===== config.mk =====
export PLATFORM = sky130hd
export DESIGN_NAME = sdram_init_ctrl
export DESIGN_NICKNAME = d
export VERILOG_FILES = /design/src/rtl/sdram_init_ctrl.sv
export SDC_FILE = /design/constraint.sdc
export NUM_CORES = 1
export LEC_CHECK = 0
export BUFFER_PORTS_ARGS = -buffer_cell sky130_fd_sc_hd__buf_2
export CORE_MARGIN = 2
export CORE_UTILIZATION = 60
export CTS_CLUSTER_SIZE = 25
export DETAILED_ROUTE_END_ITERATION = 10
export PLACE_DENSITY_LB_ADDON = 0.25
export SYNTH_ARGS = -nofsm -noshare
export SYNTH_HDL_FRONTEND = slang
export SYNTH_SLANG_ARGS = --single-unit

===== constraint.sdc =====
create_clock -name clk -period 5.9 [get_ports clk]
set_input_delay 1.18 -clock clk [delete_from_list [all_inputs] [get_ports clk]]
set_output_delay 1.18 -clock clk [all_outputs]
set_load 0.05 [all_outputs]

===== src/rtl/sdram_init_ctrl.sv =====
// SDRAM power-up initialisation sequencer: delay, PRECHARGE-ALL, AUTO REFRESH burst, MRS.
// Define SDRAM_EXT_MODE_EN to add an EMRS step (ba = 2'b10) after the MRS gap.
module sdram_init_ctrl #(
  parameter int ADDR_WIDTH   = 12,
  parameter int PWRUP_CYCLES = 20000,
  parameter int TRP_CYCLES   = 2,
  parameter int TRFC_CYCLES  = 7,
  parameter int TMRD_CYCLES  = 2,
  parameter int REF_COUNT    = 8,
  parameter logic [ADDR_WIDTH-1:0] MODE_REG = ADDR_WIDTH'(12'b0000_0011_0111)
`ifdef SDRAM_EXT_MODE_EN
  ,
  parameter logic [ADDR_WIDTH-1:0] EXT_MODE_REG = '0
`endif
) (
  input  logic                  clk,
  input  logic                  rst_n,
  input  logic                  reinit_req,
  output logic [3:0]            sdram_cmd,
  output logic [ADDR_WIDTH-1:0] sdram_addr,
  output logic [1:0]            sdram_ba,
  output logic                  init_end,
  output logic                  init_busy
);

  localparam logic [3:0] CMD_NOP = 4'b0111;
  localparam logic [3:0] CMD_PRE = 4'b0010;
  localparam logic [3:0] CMD_REF = 4'b0001;
  localparam logic [3:0] CMD_MRS = 4'b0000;

  localparam int MAX_GAP = (TRP_CYCLES >= TRFC_CYCLES && TRP_CYCLES >= TMRD_CYCLES) ? TRP_CYCLES :
                           ((TRFC_CYCLES >= TMRD_CYCLES) ? TRFC_CYCLES : TMRD_CYCLES);
  localparam int TMR_W = (MAX_GAP > 2) ? $clog2(MAX_GAP) : 1;
  localparam int PWR_W = $clog2(PWRUP_CYCLES + 1);
  localparam int REF_W = $clog2(REF_COUNT + 1);
  localparam logic [ADDR_WIDTH-1:0] ADDR_IDLE = ADDR_WIDTH'(1) << 10;

  typedef enum logic [3:0] {
    S_PWRUP,
    S_PRE,
    S_TRP,
    S_REF,
    S_TRFC,
    S_MRS,
    S_TMRD,
`ifdef SDRAM_EXT_MODE_EN
    S_EMRS,
    S_TMRD2,
`endif
    S_DONE
  } state_t;

`ifdef SDRAM_EXT_MODE_EN
  localparam state_t AFTER_MRS = S_EMRS;
`else
  localparam state_t AFTER_MRS = S_DONE;
`endif

  state_t                  state_q, state_d;
  logic [PWR_W-1:0]        pwr_cnt_q, pwr_cnt_d;
  logic [TMR_W-1:0]        tmr_q, tmr_d;
  logic [REF_W-1:0]        ref_cnt_q, ref_cnt_d;
  logic [3:0]              cmd_q, cmd_d;
  logic [ADDR_WIDTH-1:0]   addr_q, addr_d;
  logic [1:0]              ba_q, ba_d;
  logic                    init_end_q, init_end_d;
  logic                    init_busy_q, init_busy_d;

  // A gap of N cycles is one command cycle plus N-1 wait cycles (timer 0..N-2).
  function automatic logic gap_done(input logic [TMR_W-1:0] t, input int gap);
    return t == TMR_W'(gap - 2);
  endfunction

  always_comb begin
    state_d   = state_q;
    pwr_cnt_d = pwr_cnt_q;
    tmr_d     = tmr_q;
    ref_cnt_d = ref_cnt_q;

    case (state_q)
      S_PWRUP: begin
        if (pwr_cnt_q == PWR_W'(PWRUP_CYCLES)) state_d = S_PRE;
        else                                    pwr_cnt_d = pwr_cnt_q + PWR_W'(1);
      end
      S_PRE: begin
        tmr_d   = '0;
        state_d = (TRP_CYCLES > 1) ? S_TRP : S_REF;
      end
      S_TRP: begin
        if (gap_done(tmr_q, TRP_CYCLES)) state_d = S_REF;
        else                             tmr_d   = tmr_q + TMR_W'(1);
      end
      S_REF: begin
        ref_cnt_d = ref_cnt_q + REF_W'(1);
        tmr_d     = '0;
        if (TRFC_CYCLES > 1) state_d = S_TRFC;
        else                 state_d = (ref_cnt_d < REF_W'(REF_COUNT)) ? S_REF : S_MRS;
      end
      S_TRFC: begin
        if (gap_done(tmr_q, TRFC_CYCLES))
          state_d = (ref_cnt_q < REF_W'(REF_COUNT)) ? S_REF : S_MRS;
        else
          tmr_d = tmr_q + TMR_W'(1);
      end
      S_MRS: begin
        tmr_d   = '0;
        state_d = (TMRD_CYCLES > 1) ? S_TMRD : AFTER_MRS;
      end
      S_TMRD: begin
        if (gap_done(tmr_q, TMRD_CYCLES)) state_d = AFTER_MRS;
        else                              tmr_d   = tmr_q + TMR_W'(1);
      end
`ifdef SDRAM_EXT_MODE_EN
      S_EMRS: begin
        tmr_d   = '0;
        state_d = (TMRD_CYCLES > 1) ? S_TMRD2 : S_DONE;
      end
      S_TMRD2: begin
        if (gap_done(tmr_q, TMRD_CYCLES)) state_d = S_DONE;
        else                              tmr_d   = tmr_q + TMR_W'(1);
      end
`endif
      S_DONE: begin
        // Re-init skips the power-up delay and restarts the refresh count.
        if (reinit_req) begin
          state_d   = S_PRE;
          ref_cnt_d = '0;
        end
      end
      default: state_d = S_PWRUP;
    endcase

    // Outputs are registered from the next state so commands appear with the state.
    cmd_d       = CMD_NOP;
    addr_d      = ADDR_IDLE;
    ba_d        = 2'b00;
    init_end_d  = (state_d == S_DONE);
    init_busy_d = (state_d != S_DONE);
    case (state_d)
      S_PRE: cmd_d = CMD_PRE;
      S_REF: cmd_d = CMD_REF;
      S_MRS: begin
        cmd_d  = CMD_MRS;
        addr_d = MODE_REG;
      end
`ifdef SDRAM_EXT_MODE_EN
      S_EMRS: begin
        cmd_d  = CMD_MRS;
        addr_d = EXT_MODE_REG;
        ba_d   = 2'b10;
      end
`endif
      default: cmd_d = CMD_NOP;
    endcase
  end

  always_ff @(posedge clk) begin
    if (!rst_n) begin
      state_q     <= S_PWRUP;
      pwr_cnt_q   <= '0;
      tmr_q       <= '0;
      ref_cnt_q   <= '0;
      cmd_q       <= CMD_NOP;
      addr_q      <= ADDR_IDLE;
      ba_q        <= 2'b00;
      init_end_q  <= 1'b0;
      init_busy_q <= 1'b1;
    end else begin
      state_q     <= state_d;
      pwr_cnt_q   <= pwr_cnt_d;
      tmr_q       <= tmr_d;
      ref_cnt_q   <= ref_cnt_d;
      cmd_q       <= cmd_d;
      addr_q      <= addr_d;
      ba_q        <= ba_d;
      init_end_q  <= init_end_d;
      init_busy_q <= init_busy_d;
    end
  end

  assign sdram_cmd  = cmd_q;
  assign sdram_addr = addr_q;
  assign sdram_ba   = ba_q;
  assign init_end   = init_end_q;
  assign init_busy  = init_busy_q;

endmodule


==> results.sh <==
export IMPL_worstHoldPathType="flop to flop"
export IMPL_fin_nets=221
export IMPL_n_fill_cell=242
export IMPL_synthAdderAreaFrac_pct=4.33
export IMPL_post_synth_cell_area_avg_um2=8.42
export IMPL_grt_start_max_net_pins=20
export IMPL_cts_htree_levels=2
export IMPL_grt_pass1_vias=1359
export IMPL_synth_edf_count=0
export IMPL_io_pins=23
export IMPL_critical_path_top_delay_family="simple AND/OR/NAND/NOR gates"
export IMPL_path_cells="or4_4 > or4_1 > or3_1 > a21oi_1"
export IMPL_cts_root_buffer_cell="clkbuf_4"
export IMPL_maxCapViolCount=0
export IMPL_dp_slack_ns=3.41
export IMPL_sequential_cell_area_um2=661
export IMPL_globalRouteOverflowTotal=0
export IMPL_post_drt_via_cell_ratio=6.00
export IMPL_setup_tns_final_ns=0
export IMPL_synth_mux_area_fraction_pct=1.15
export IMPL_worstHoldStart="tmr_q[1]$_SDFFE_PN0P_"
export IMPL_setup_slack_ns=3.49
export IMPL_ctsHoldBuffers=0
export IMPL_synthArstFlopShare_pct=0
export IMPL_crit_path_end_kind="flop"
export IMPL_timing_final_max_slew_violations=0
export IMPL_global_route_usage_total_pct=22.3
export IMPL_max_freq_mhz=415
export IMPL_synth_simple_area_share_pct=30.3
export IMPL_power_per_cell_area_nw_per_um2=208
export IMPL_clk_insertion_delay_late_ns=0.34
export IMPL_criticalPathCategory="flop to flop"
export IMPL_max_slew_worst_pin_slew_ns=0.868
export IMPL_yosys_most_used_dff="dfxtp_1"
export IMPL_route_final_wire_length_mm=3.32
export IMPL_wl_cell_um=13.6
export IMPL_worstPathArrival_ns=2.67
export IMPL_synthXorXnorAreaFrac_pct=3.54
export IMPL_seq_area_frac_synth_pct=38.1
export IMPL_largest_family_of_logic_cells_by_synthesized_area="simple AND/OR/NAND/NOR gates"
export IMPL_skew_ns=0.00605
export IMPL_synth_warnings=0
export IMPL_crit_required_ns=6.16
export IMPL_die_x_um=57.8
export IMPL_worst_slew_margin_rel_pct=41.9
export IMPL_report_final_setup_viol=0
export IMPL_synth_compound_gate_area_share_pct=12.5
export IMPL_chipHeight_um=57.8
export IMPL_dpl_hpwl_mm=2.41
export IMPL_cp_slowest_cell="or4_1"
export IMPL_mappedNetlistArea_um2=1730
export IMPL_vdd_ir_drop_max_v=0.000159
export IMPL_share_of_layout_cells_above_drive_strength_1_pct=10.3
export IMPL_post_cts_resized_instances=0
export IMPL_drc=0
export IMPL_start_util_pct=62.9
export IMPL_detail_route_iter0_violations=48
export IMPL_timing_critical_path_from_type="flop"
export IMPL_hold_path_endpoint="tmr_q[1]$_SDFFE_PN0P_"
export IMPL_finalHoldViolCount=0
export IMPL_grt_first_pass_wirelength_mm=5.71
export IMPL_tritoncts_clock_tree="done"
export IMPL_max_clock_path_buffers=2
export IMPL_netlist_instances=206
export IMPL_post_synth_num_cell_types=43
export IMPL_antennaDiodeCount=0
export IMPL_status="finished clean"
export IMPL_detail_route_first_pass_iterations=4
export IMPL_globalplace_congestion=0.805
export IMPL_critical_path_reg2reg_endpoint="pwr_cnt_q[13]$_SDFFE_PN0P_"
export IMPL_coreArea_um2=2760
export IMPL_cp_slowest_stage_delay_ns=0.66
export IMPL_finalWorstPathRequiredPeriod_ns=2.41
export IMPL_multi_input_comb_area_um2=936
export IMPL_reg2reg_slack_ns=3.49
export IMPL_vias=1463
export IMPL_r2r_start="state_q[2]$_SDFF_PN0_"
export IMPL_cts_clk_slew_worst_paths_ns=0.10
export IMPL_rows=19
export IMPL_hold_path_cell_count=2
export IMPL_cp_num_buf_inv=0
export IMPL_timing_final_crit_share_pct=40.9
export IMPL_numCtsBuffers=5
export IMPL_worst_r2r_cell_count=4
export IMPL_cts_num_sinks=33
export IMPL_final_core_density_pct=64.9
export IMPL_portBuffers=13
export IMPL_unrepaired_setup_endpoints_after_global_routing="false"
export IMPL_floorplan_die_area_um2=3340
export IMPL_total_leakage_power_uw=0.000622
export IMPL_detail_route_antenna_nets=0
export IMPL_cts_setup_buffers=0
export IMPL_maximum_fanout_along_the_worst_path=15
export IMPL_synth_ff_latch_count=33
export IMPL_fin_worst_hold_slack_ns=0.511
export IMPL_antenna_violations_before_repair=0
export IMPL_layout_area_overhead_vs_synth_pct=3.17
## metrics by stage
stage	instances	instance area [um^2]	power [uW]
3_3_place_gp	236	1730	255
4_1_cts	244	1790	378
2_1_floorplan	215	1770	257
5_1_grt	244	1790	390
6_report	244	1790	373
3_5_place_dp	236	1730	256
## sequential cells by signal, summed over array words and instances (netlist names)
signal,flops
state_q,4
init_busy,1
sdram_cmd,3
sdram_addr,2
tmr_q,3
init_end,1
ref_cnt_q,4
pwr_cnt_q,15
## cell type report
type / instances / share of cell area (%)
Clock buffer: 5 / 2.10
Inverter: 9 / 1.89
Multi-Input combinational cell: 150 / 52.3
Timing Repair Buffer: 13 / 3.64
Tap cell: 31 / 2.17
Sequential cell: 33 / 36.9
Clock inverter: 3 / 0.979
## worst reg2reg max path: cells and delay by family (launching register included)
family | cells | cell delay (ns)
AND/OR/NAND/NOR | 3 | 1.70
AO/OA/AOI/OAI | 1 | 0.16
flip-flops | 1 | 0.47
## per-layer routing
metal | global-route usage (%) | wire [um]
met1 | 25.2 | 1500
met4 | 12.3 | 95
met2 | 37.2 | 1590
met5 | 0 | 0
met3 | 7.14 | 130
## how the worst max path moves through the flow
stage	startpoint	end	slack, ns	depth (start not counted)
floorplan	sdram_addr[5]$_SDFF_PN0_	sdram_addr[1]	3.77	1
detailed placement	rst_n	tmr_q[0]$_SDFFE_PN0P_	3.41	4
finish	state_q[2]$_SDFF_PN0_	pwr_cnt_q[13]$_SDFFE_PN0P_	3.49	4
CTS	state_q[2]$_SDFF_PN0_	pwr_cnt_q[13]$_SDFFE_PN0P_	3.50	4
global route	state_q[2]$_SDFF_PN0_	pwr_cnt_q[13]$_SDFFE_PN0P_	3.40	4
global placement	rst_n	tmr_q[2]$_SDFFE_PN0P_	3.47	5
## cells in the mapped netlist, types with 3 or more instances
master    instances  area share [%]
nand4_1           6             2.2
nand2_1          13             2.8
ha_1              6             4.3
inv_1             8             1.7
xor2_1            3             1.5
or3_1             6             2.2
nor2_1           10             2.2
xnor2_1           4             2.0
or4_1             5             2.2
nor2b_1           4             1.4
nor4_1            3             1.1
and2_1            5             1.8
nand2b_1          4             1.4
clkbuf_1          8             1.7
nor3_1            3            0.87
a21oi_1          14             4.0
nor4b_1           3             1.5
nand3_1          14             4.0
buf_4            13             5.6
o21ai_0          11             3.2
dfxtp_1          33              38
## logic make-up after synthesis
| kind of cell | after synthesis |
|---|---|
| DFF | 33 |
| adders and majority gates | 6 |
| AOI/OAI and AO/OA | 36 |
| and+or+nand+nor | 89 |
| other | 1 |
| muxes | 2 |
| buffers and inverters | 32 |
| xor gates and xnor gates | 7 |
## placed cells by master, fill, tap and decap left out, types with 4 or more instances in the layout
cell,Yosys,routed
or4_1,5,5
xnor2_1,4,4
nand3_1,14,14
buf_2,1,13
nand2b_1,4,4
nor2_1,10,10
a21oi_1,14,14
and2_1,5,5
conb_1,1,10
inv_1,8,8
dfxtp_1,33,33
nand4_1,6,6
ha_1,6,6
nor2b_1,4,4
o21ai_0,11,11
or3_1,6,6
clkbuf_4,0,5
nand2_1,13,13
## power breakdown
group | total, uW | leakage (uW) | switching, uW | internal, uW
combinational | 24.3 | 0.000324 | 20.3 | 4.01
sequential | 227 | 0.000267 | 2.49 | 224
clock | 122 | 0.0000310 | 77.4 | 44.8
Note: power is estimated with default switching activity, not from simulation.
